--- src/rtl/pic_alu_mbseq.sv ---
`default_nettype none
// +--------------------------------------------------------------------------+
// | pic_alu_mbseq: byte-serial NBYTES-wide sequencer around the 8-bit PIC ALU |
// | Optional: PIC_ALU_MBSEQ_ABORT_EN adds the abort input.  Revision: 1.0     |
// +--------------------------------------------------------------------------+
module pic_alu_mbseq #(
  parameter int NBYTES = 2
) (
  input  logic                  clk,
  input  logic                  rst,
  input  logic                  start,
  input  logic [2:0]            op,
  input  logic [8*NBYTES-1:0]   opa,
  input  logic [8*NBYTES-1:0]   opb,
  input  logic                  cin,
`ifdef PIC_ALU_MBSEQ_ABORT_EN
  input  logic                  abort,
`endif
  output logic                  busy,
  output logic                  done,
  output logic [8*NBYTES-1:0]   result,
  output logic                  cout,
  output logic                  zero,
  output logic [3:0]            alu_op,
  output logic [7:0]            alu_a,
  output logic [7:0]            alu_b,
  output logic                  alu_cin,
  input  logic [7:0]            alu_res,
  input  logic                  alu_cout
);

  localparam int IW = (NBYTES > 1) ? $clog2(NBYTES) : 1;
  localparam logic [IW-1:0] c_last_idx = IW'(NBYTES - 1);

  localparam logic [2:0] c_op_add = 3'd0;
  localparam logic [2:0] c_op_sub = 3'd1;
  localparam logic [2:0] c_op_ror = 3'd6;
  localparam logic [2:0] c_op_rol = 3'd7;

  localparam logic [3:0] c_alu_add   = 4'b0000;
  localparam logic [3:0] c_alu_passa = 4'b1101;

  typedef enum logic [1:0] {ST_IDLE, ST_OP, ST_FIX} state_t;

  state_t              r_state;
  logic [8*NBYTES-1:0] r_a;
  logic [8*NBYTES-1:0] r_b;
  logic [8*NBYTES-1:0] r_w;
  logic [2:0]          r_op;
  logic [IW-1:0]       r_idx;
  logic                r_c;
  logic                r_c1;
  logic                r_fin;

  logic [7:0]    w_a_byte;
  logic [7:0]    w_b_byte;
  logic [7:0]    w_w_byte;
  logic          w_last;
  logic          w_is_arith;
  logic          w_is_shift;
  logic          w_is_logic;
  logic [IW-1:0] w_idx_next;

  assign w_a_byte   = r_a[{r_idx, 3'b000} +: 8];
  assign w_b_byte   = r_b[{r_idx, 3'b000} +: 8];
  assign w_w_byte   = r_w[{r_idx, 3'b000} +: 8];
  assign w_is_arith = (r_op == c_op_add) || (r_op == c_op_sub);
  assign w_is_shift = (r_op == c_op_ror) || (r_op == c_op_rol);
  assign w_is_logic = !w_is_arith && !w_is_shift;
  assign w_last     = (r_op == c_op_ror) ? (r_idx == '0) : (r_idx == c_last_idx);
  assign w_idx_next = (r_op == c_op_ror) ? (r_idx - IW'(1)) : (r_idx + IW'(1));

  // The ALU codes for AND..ROL equal the 3-bit op code zero-extended.
  always_comb begin
    alu_op  = c_alu_passa;
    alu_a   = 8'h00;
    alu_b   = 8'h00;
    alu_cin = 1'b0;
    if (r_state == ST_OP && !r_fin) begin
      alu_a = w_a_byte;
      if (w_is_arith) begin
        alu_op = c_alu_add;
        alu_b  = (r_op == c_op_sub) ? ~w_b_byte : w_b_byte;
      end else begin
        alu_op  = {1'b0, r_op};
        alu_b   = w_b_byte;
        alu_cin = w_is_shift ? r_c : 1'b0;
      end
    end else if (r_state == ST_FIX) begin
      alu_op = c_alu_add;
      alu_a  = w_w_byte;
      alu_b  = 8'h01;
    end
  end

  always_ff @(posedge clk) begin
    if (rst) begin
      r_state <= ST_IDLE;
      r_a     <= '0;
      r_b     <= '0;
      r_w     <= '0;
      r_op    <= '0;
      r_idx   <= '0;
      r_c     <= 1'b0;
      r_c1    <= 1'b0;
      r_fin   <= 1'b0;
      busy    <= 1'b0;
      done    <= 1'b0;
      result  <= '0;
      cout    <= 1'b0;
      zero    <= 1'b0;
    end else begin
      done <= 1'b0;
`ifdef PIC_ALU_MBSEQ_ABORT_EN
      if (abort && r_state != ST_IDLE) begin
        r_state <= ST_IDLE;
        r_fin   <= 1'b0;
        busy    <= 1'b0;
      end else
`endif
      begin
        case (r_state)
          ST_IDLE: begin
            if (start) begin
              r_a     <= opa;
              r_b     <= opb;
              r_op    <= op;
              r_fin   <= 1'b0;
              busy    <= 1'b1;
              r_state <= ST_OP;
              case (op)
                c_op_ror: begin r_idx <= c_last_idx; r_c <= cin;  end
                c_op_rol: begin r_idx <= '0;         r_c <= cin;  end
                c_op_sub: begin r_idx <= '0;         r_c <= 1'b1; end
                default:  begin r_idx <= '0;         r_c <= 1'b0; end
              endcase
            end
          end
          ST_OP: begin
            if (r_fin) begin
              result  <= r_w;
              cout    <= w_is_logic ? 1'b0 : r_c;
              zero    <= (r_w == '0);
              done    <= 1'b1;
              busy    <= 1'b0;
              r_fin   <= 1'b0;
              r_state <= ST_IDLE;
            end else begin
              r_w[{r_idx, 3'b000} +: 8] <= alu_res;
              if (w_is_arith && r_c) begin
                // Incoming carry pending: take the +1 fix-up pass on this byte.
                r_c1    <= alu_cout;
                r_state <= ST_FIX;
              end else begin
                if (w_is_arith || w_is_shift) r_c <= alu_cout;
                if (w_last) r_fin <= 1'b1;
                else        r_idx <= w_idx_next;
              end
            end
          end
          ST_FIX: begin
            r_w[{r_idx, 3'b000} +: 8] <= alu_res;
            r_c     <= r_c1 | alu_cout;
            r_state <= ST_OP;
            if (w_last) r_fin <= 1'b1;
            else        r_idx <= w_idx_next;
          end
          default: r_state <= ST_IDLE;
        endcase
      end
    end
  end

endmodule
`default_nettype wire

--- config.mk ---
export PLATFORM = sky130hd
export DESIGN_NAME = pic_alu_mbseq
export DESIGN_NICKNAME = d
export VERILOG_FILES = /design/src/rtl/pic_alu_mbseq.sv
export SDC_FILE = /design/constraint.sdc
export NUM_CORES = 1
export LEC_CHECK = 0
export BUFFER_PORTS_ARGS = -buffer_cell sky130_fd_sc_hd__clkbuf_2
export CAP_MARGIN = 40
export CELL_PAD_IN_SITES_DETAIL_PLACEMENT = 0
export CELL_PAD_IN_SITES_GLOBAL_PLACEMENT = 1
export CORE_UTILIZATION = 40
export CTS_BUF_LIST = sky130_fd_sc_hd__clkbuf_8
export DETAILED_ROUTE_END_ITERATION = 10
export GPL_ROUTABILITY_DRIVEN = 0
export PLACE_DENSITY_LB_ADDON = 0.1
export SYNTH_ARGS = -nofsm -noshare
export SYNTH_HDL_FRONTEND = slang
export SYNTH_SLANG_ARGS = --single-unit
--- constraint.sdc ---
create_clock -name clk -period 2.1 [get_ports clk]
set_clock_uncertainty 0.2 [all_clocks]
set_input_delay 0.105 -clock clk [delete_from_list [all_inputs] [get_ports clk]]
set_output_delay 0.105 -clock clk [all_outputs]
set_load 0.1 [all_outputs]
==> results of run 1 <==
-- worst max-delay path by stage --
stage                     startpoint        end  slack, ns  cells past startpoint
final                     r_state[1]  alu_op[2]       0.01                      6
after global routing      r_state[1]  alu_op[2]      -0.06                      6
after CTS                 r_state[1]  alu_op[0]      -0.02                      7
after detailed placement  r_state[1]   alu_a[2]       0.22                      7
after global placement    r_state[1]   alu_a[6]       0.26                      7
after floorplan           r_state[1]    alu_cin      -0.02                      5
-- worst min-delay path, cell delays in order --
cell      delay, ns
clkbuf_2       0.11
nand2b_1       0.21
a211oi_1       0.11
-- synth_stat cells (all sizes together), types with 3 or more instances --
| library cell | count |
|---|---|
| nand2b | 3 |
| o21ai | 5 |
| nor2 | 33 |
| buf | 13 |
| o22ai | 8 |
| nand3 | 4 |
| dfxtp | 77 |
| and2 | 3 |
| o21a | 3 |
| nand2 | 115 |
| mux2i | 40 |
| nor4 | 4 |
| a21oi | 56 |
| inv | 4 |
| ha | 4 |
| xnor2 | 9 |
| clkbuf | 14 |
| and2b | 3 |
-- registers in the layout (all words and copies together), names as in the netlist, 2 cells and up --
signal	flops
r_a	16
r_state	2
r_w	16
result	16
r_op	3
r_b	16
-- area by class of cell --
class	instances	share of cell area [%]
clock inverters	7	1.054
clock buffers	9	2.318
inverters	4	0.2810
repair buffers	156	26.62
flip-flops and latches	77	28.96
multi-input cells	311	38.30
well taps	105	2.458
-- power by group through the flow --
| stage | registers, mW | logic (mW) | clock network [mW] |
|---|---|---|---|
| detailed placement | 1.77 | 1.94 | 0 |
| CTS | 1.73 | 2.06 | 1.07 |
| finish | 1.74 | 2.10 | 1.03 |
| global placement | 1.76 | 1.94 | 0 |
| global route | 1.76 | 2.23 | 1.13 |
| floorplan | 1.75 | 1.43 | 0 |
-- per-stage QoR --
| step | power, mW | util, % | setup TNS [ns] | instances |
|---|---|---|---|---|
| 2_1_floorplan | 3.181 | - | -0.07350 | 419 |
| 3_3_place_gp | 3.700 | 55.33 | 0 | 600 |
| 3_5_place_dp | 3.709 | 55.33 | 0 | 600 |
| 4_1_cts | 4.860 | 63.55 | -0.04627 | 665 |
| 5_1_grt | 5.124 | 64.39 | -0.2937 | 669 |
| 6_report | 4.873 | 64.39 | 0 | 669 |
-- metal layers --
layer	up-vias	part of all wire (%)	GRT usage (%)
li1	1697	-	-
met1	1535	48	29.07
met2	81	47	36.09
met3	12	3.5	5.233
met4	0	1.3	6.061
met5	-	0	0
-- repair_timing --
action,CTS,global route
setup buffers,5,4
endpoints found under the setup margin,18,20
hold buffers,44,0
gates resized for setup,7,8
pin swaps,3,4
endpoints found under the hold margin,53,0
-- logic make-up after synthesis --
family                     after synthesis  share of synthesized area, %
buffers and inverters                   31                         3.983
AOI/OAI and AO/OA                       82                         14.01
xor gates and xnor gates                 9                         2.281
adders and majority gates                4                         1.448
muxes                                   40                         11.59
and+or+nand+nor                        176                         22.09
DFF                                     77                         44.61
==> impl_metrics.csv, run 1 <==
group,metric,value,unit
global_routing,grt_start_max_net_pins,36,
clocking,clkTransAtPathRegs,0.08,ns
synthesis,yosysUniqueCellTypes,42,
finish,drive_above_1_share,30.32,%
status,outcome,"finished clean",
synthesis,syn_area,0.003456,sq mm
floorplanning,core_region_area,0.008299,sq mm
finish,final_common_cell,"nand2_1",
synthesis,seq_area_frac_synth,44.61,%
detailed_routing,via_count,3325,
finish,fin_area,0.005344,sq mm
timing,finalCriticalPeriod,2.089,ns
pwr,internal_power,2.902,mW
clocking,ctsRootBufferMaster,"clkbuf_8",
setup_path,crit_family,"buffers and inverters",
setup_path,critical_path.max_stage_delay,0.34,ns
setup_path,r2r-start,"r_state[1]",
synthesis,synth_area_leader_cell,"dfxtp_1",
setup_path,reg2regPathDepth,9,
synthesis,synthFlopType,"dfxtp_1",
global_routing,track_usage,22.11,%
finish,syn_to_final_growth,54.63,%
global_routing,antenna_found_initial,0,
placed_design,hpwl,6548,um
setup_path,cp-end-kind,"output pin",
pwr,leakagePower,2.120,nW
detailed_routing,first_pass_iters,4,
clocking,clock_latency,0.35,ns
timing,final.setup.worst_slack,0.01104,ns
setup_path,critPathBufInv,3,
clocking,cts_max_level,3,
setup_path,worst_setup_path_start_kind,"flip-flop",
timing,worstMarginPinSlew,0.7177,ns
floorplanning,die_x,94.95,um
detailed_routing,antenna_left,0,
synthesis,netlist_top_cells_area,"dfxtp_1 (45%), nand2_1 (12%), mux2i_1 (12%), a21oi_1 (8.1%), nor2_1 (3.6%)",
timing,slew_headroom,52.15,%
synthesis,avgSynthCellArea,8.248,sq um
detailed_routing,routed_wirelength,9442,um
clocking,numCtsBuffers,9,
synthesis,syn_nets,471,
job,drv_cap,0,
timing,timing_hold_violations_final,0,
pwr,sw_frac_of_total,40.46,%
setup_path,rrSetupSlack,0.18,ns
pwr,sequentialPowerShare,35.7,%
global_routing,grt_pass1_vias,3182,
worst_hold_path,min_from,"start",
pwr,combPwrFrac,43.1,%
synthesis,synth-edff-count,0,
placed_design,dpl_worst_slack,0.2250,ns
detailed_routing,via_per_inst,4.970,
placed_design,dpl_cell_area,0.004592,sq mm
setup_path,path_cells,"inv_2, ha_4, or2b_4, buf_6, o21a_2, buf_12",
finish,multi_input_area,0.002047,sq mm
floorplanning,ios,89,
detailed_routing,drtIter0Drc,115,
finish,nets,611,
timing,drv_slew,0,
finish,antenna_cells,0,
clocking,cts_tree,"done",
synthesis,synth_seq_cells,77,
synthesis,synth_cells,419,
clocking,clock_tree.buffer_depth,2,
floorplanning,die-area,0.009016,sq mm
pwr,power_switching,1.971,mW
setup_path,regToRegEndpoint,"r_w[0]",
timing,fin_crit_sh,99.47,%
global_routing,grt_overflow,0,
timing,whs,0.02654,ns
setup_path,cp.arrival,1.78,ns
timing,rsz0062_at_grt,"true",
pwr,p_per_area,911.9,mW/mm^2
floorplanning,rows,33,
setup_path,critPathKind,"reg -> out",
timing,setup_viol,0,
detailed_routing,drc_errors,0,
worst_hold_path,worst_hold_path.num_cells,3,
floorplanning,start_util,41.64,%
pwr,peakVddDrop,0.0004076,V
synthesis,ys_warn_count,0,
finish,final_cell_mix,"nand2_1 (113), dfxtp_1 (74), clkbuf_2 (68)",
worst_hold_path,hold_class,"in -> reg",
synthesis,async_flop_share,0,%
floorplanning,die_y,94.95,um
finish,fillCellCount,731,
setup_path,crit_fanout,9,
global_routing,grt_pass1_wl,15300,um
setup_path,cpMaxStageDelayCell,"dfxtp_2",
placed_design,portBuffers,88,
worst_hold_path,holdPathEnd,"r_state[1]",
finish,layout.area.seq,0.001548,sq mm
detailed_routing,avgRoutedWirePerCell,14.11,um
pwr,pwr-share-clk,21.2,%
timing,max_freq,478.7,MHz
synthesis,yosys.area.top_type_share,44.61,%
setup_path,worstPathRequired,1.79,ns
clocking,cts_sinks,77,
Power figures use the tool's default switching activity.
==> run 2, diff against run 1 <==
--- a/config.mk
+++ b/config.mk
@@ -5,13 +5,13 @@
 export SDC_FILE = /design/constraint.sdc
 export NUM_CORES = 1
 export LEC_CHECK = 0
-export BUFFER_PORTS_ARGS = -buffer_cell sky130_fd_sc_hd__clkbuf_2
 export CAP_MARGIN = 40
 export CELL_PAD_IN_SITES_DETAIL_PLACEMENT = 0
 export CELL_PAD_IN_SITES_GLOBAL_PLACEMENT = 1
-export CORE_UTILIZATION = 40
+export CORE_UTILIZATION = 48
 export CTS_BUF_LIST = sky130_fd_sc_hd__clkbuf_8
 export DETAILED_ROUTE_END_ITERATION = 10
+export DONT_BUFFER_PORTS = 1
 export GPL_ROUTABILITY_DRIVEN = 0
 export PLACE_DENSITY_LB_ADDON = 0.1
 export SYNTH_ARGS = -nofsm -noshare
==> run 2 against run 1 <==
Effect of this change:
- routed wire length fell by 2.0%
- sequential power barely moved
- the flow now finishes with violations (setup timing)
- cell area decreased by 3.2%
- setup slack lost 0.016 ns
- critical path type unchanged
- combinational power down 5%
- sequential share of layout area is 0.97 points higher
- global-route usage is 3.9 points higher
- first-iteration DRC count down 11%
- highest routed layer unchanged
- cell count shrank 9.0%
==> impl_metrics.csv, run 2 (synthesis gave the netlist of run 1 again) <==
group,metric,value,unit
status,outcome,"finished with violations",
status,violations,"setup timing",
pwr,fin_total_pwr,5.007,mW
detailed_routing,routed_wirelength,9254,um
detailed_routing,antenna_left,0,
floorplanning,rows,30,
setup_path,crit_fanout,5,
pwr,power_switching,1.922,mW
detailed_routing,drc_errors,0,
floorplanning,die_x,86.85,um
job,drv_cap,0,
setup_path,rrSetupSlack,0.11,ns
pwr,sw_frac_of_total,38.39,%
setup_path,worstPathRequired,1.79,ns
timing,rsz0062_at_grt,"true",
global_routing,antenna_found_initial,0,
placed_design,hpwl,5989,um
finish,antenna_cells,0,
global_routing,grt_overflow,0,
setup_path,cp.arrival,1.80,ns
finish,drive_above_1_share,22.22,%
finish,final_common_cell,"nand2_1",
detailed_routing,first_pass_iters,4,
floorplanning,die-area,0.007543,sq mm
setup_path,cpMaxStageDelayCell,"dfxtp_4",
worst_hold_path,hold_class,"in -> reg",
timing,timing_hold_violations_final,0,
finish,syn_to_final_growth,49.64,%
global_routing,grt_pass1_vias,3062,
global_routing,grt_pass1_wl,15120,um
pwr,combPwrFrac,39.9,%
detailed_routing,via_count,3169,
pwr,p_per_area,968.3,mW/mm^2
clocking,clkTransAtPathRegs,0.09,ns
timing,worstMarginPinSlew,0.4141,ns
detailed_routing,drtIter0Drc,102,
clocking,numCtsBuffers,9,
timing,setup_viol,1,
clocking,cts_sinks,77,
setup_path,critPathKind,"reg -> out",
placed_design,portBuffers,0,
pwr,internal_power,3.085,mW
finish,fin_area,0.005171,sq mm
pwr,leakagePower,1.952,nW
floorplanning,start_util,50.31,%
pwr,peakVddDrop,0.0005757,V
setup_path,cp-end-kind,"output pin",
timing,slew_headroom,71.60,%
pwr,sequentialPowerShare,34.4,%
setup_path,path_cells,"inv_4, ha_4, or2b_4, nand2_4, buf_16, o22ai_4, buf_12",
clocking,cts_tree,"done",
clocking,clock_tree.buffer_depth,2,
pwr,pwr-share-clk,25.7,%
detailed_routing,avgRoutedWirePerCell,15.20,um
floorplanning,core_region_area,0.006869,sq mm
floorplanning,ios,89,
floorplanning,die_y,86.85,um
placed_design,dpl_cell_area,0.004323,sq mm
setup_path,critPathBufInv,3,
timing,max_freq,475.1,MHz
detailed_routing,via_per_inst,5.204,
global_routing,track_usage,26.01,%
finish,final_cell_mix,"nand2_1 (113), dfxtp_1 (74), a21oi_1 (56)",
clocking,ctsRootBufferMaster,"clkbuf_8",
timing,finalCriticalPeriod,2.105,ns
clocking,clock_latency,0.35,ns
global_routing,grt_start_max_net_pins,79,
setup_path,crit_family,"buffers and inverters",
timing,fin_crit_sh,100.2,%
clocking,cts_max_level,3,
setup_path,worst_setup_path_start_kind,"flip-flop",
timing,final.setup.worst_slack,-0.004829,ns
finish,nets,560,
setup_path,critical_path.max_stage_delay,0.38,ns
timing,drv_slew,0,
## run 2: changes by cell type in the layout (fill, tap and decap cells not counted), moves of 3 or more
cell,previous run,this run
buf_4,17,31
clkbuf_2,68,0
clkinvlp_4,4,1
dlygate4sd3_1,44,47
## run 2: per-stage QoR
stage                       TNS, ns  utilization, %  hold WS [ns]  instances  setup slack, ns
after floorplan            -0.07350               -       0.04096        419         -0.02026
after global placement            0           62.93      -0.01751        539           0.2239
after detailed placement          0           62.93      -0.01763        539           0.1817
after CTS                  -0.07521           75.03      0.002723        608         -0.02675
after global routing        -0.5264           75.28       0.01576        609         -0.06212
final                     -0.004829           75.28      0.004951        609        -0.004829
## run 2: timing repair
action,4_1_cts,5_1_grt
resized for setup,9,4
hold buffers,48,0
gates cloned,1,0
buffers inserted,5,1
hold endpoints to repair,77,0
pin swaps,8,3
endpoints found under the setup margin,17,20
## run 2: power groups by stage
stage	clock [mW]	sequential [mW]	combinational (mW)
2_1_floorplan	0	1.75	1.43
3_3_place_gp	0	1.74	1.80
3_5_place_dp	0	1.75	1.82
4_1_cts	1.31	1.72	1.99
5_1_grt	1.39	1.74	2.13
6_report	1.29	1.72	2.00
## run 2: metal layers
metal	global-route usage, %	vias up	part of all wire, %
li1	-	1595	-
met4	5.455	0	0.48
met3	7.109	9	4.3
met2	44.09	68	51
met5	0	-	0
met1	33.17	1497	45
## run 2: worst register-to-register path, delay by kind of cell, from the launching register on
family                     cells  cell delay [ns]
DFF                            1             0.38
buffers and inverters          2             0.16
and+or+nand+nor                2             0.46
AOI/OAI and AO/OA              2             0.43
adders and majority gates      1             0.21
## run 2: worst paths after layout
check	start	endpoint	cells past startpoint
min reg2reg	result[13]	result[13]	2
max	r_state[1]	alu_a[5]	7
min	op[2]	r_idx	2
max reg2reg	r_state[1]	r_idx	7
## run 2: area by class of cell
class	instances	area, sq um
multi-input combinational	311	2022
fill	507	1698
sequential	77	1548
timing repair buffer	105	1232
clock buffer	10	137.6
tap	96	120.1
clock inverter	6	93.84
inverter	4	17.52
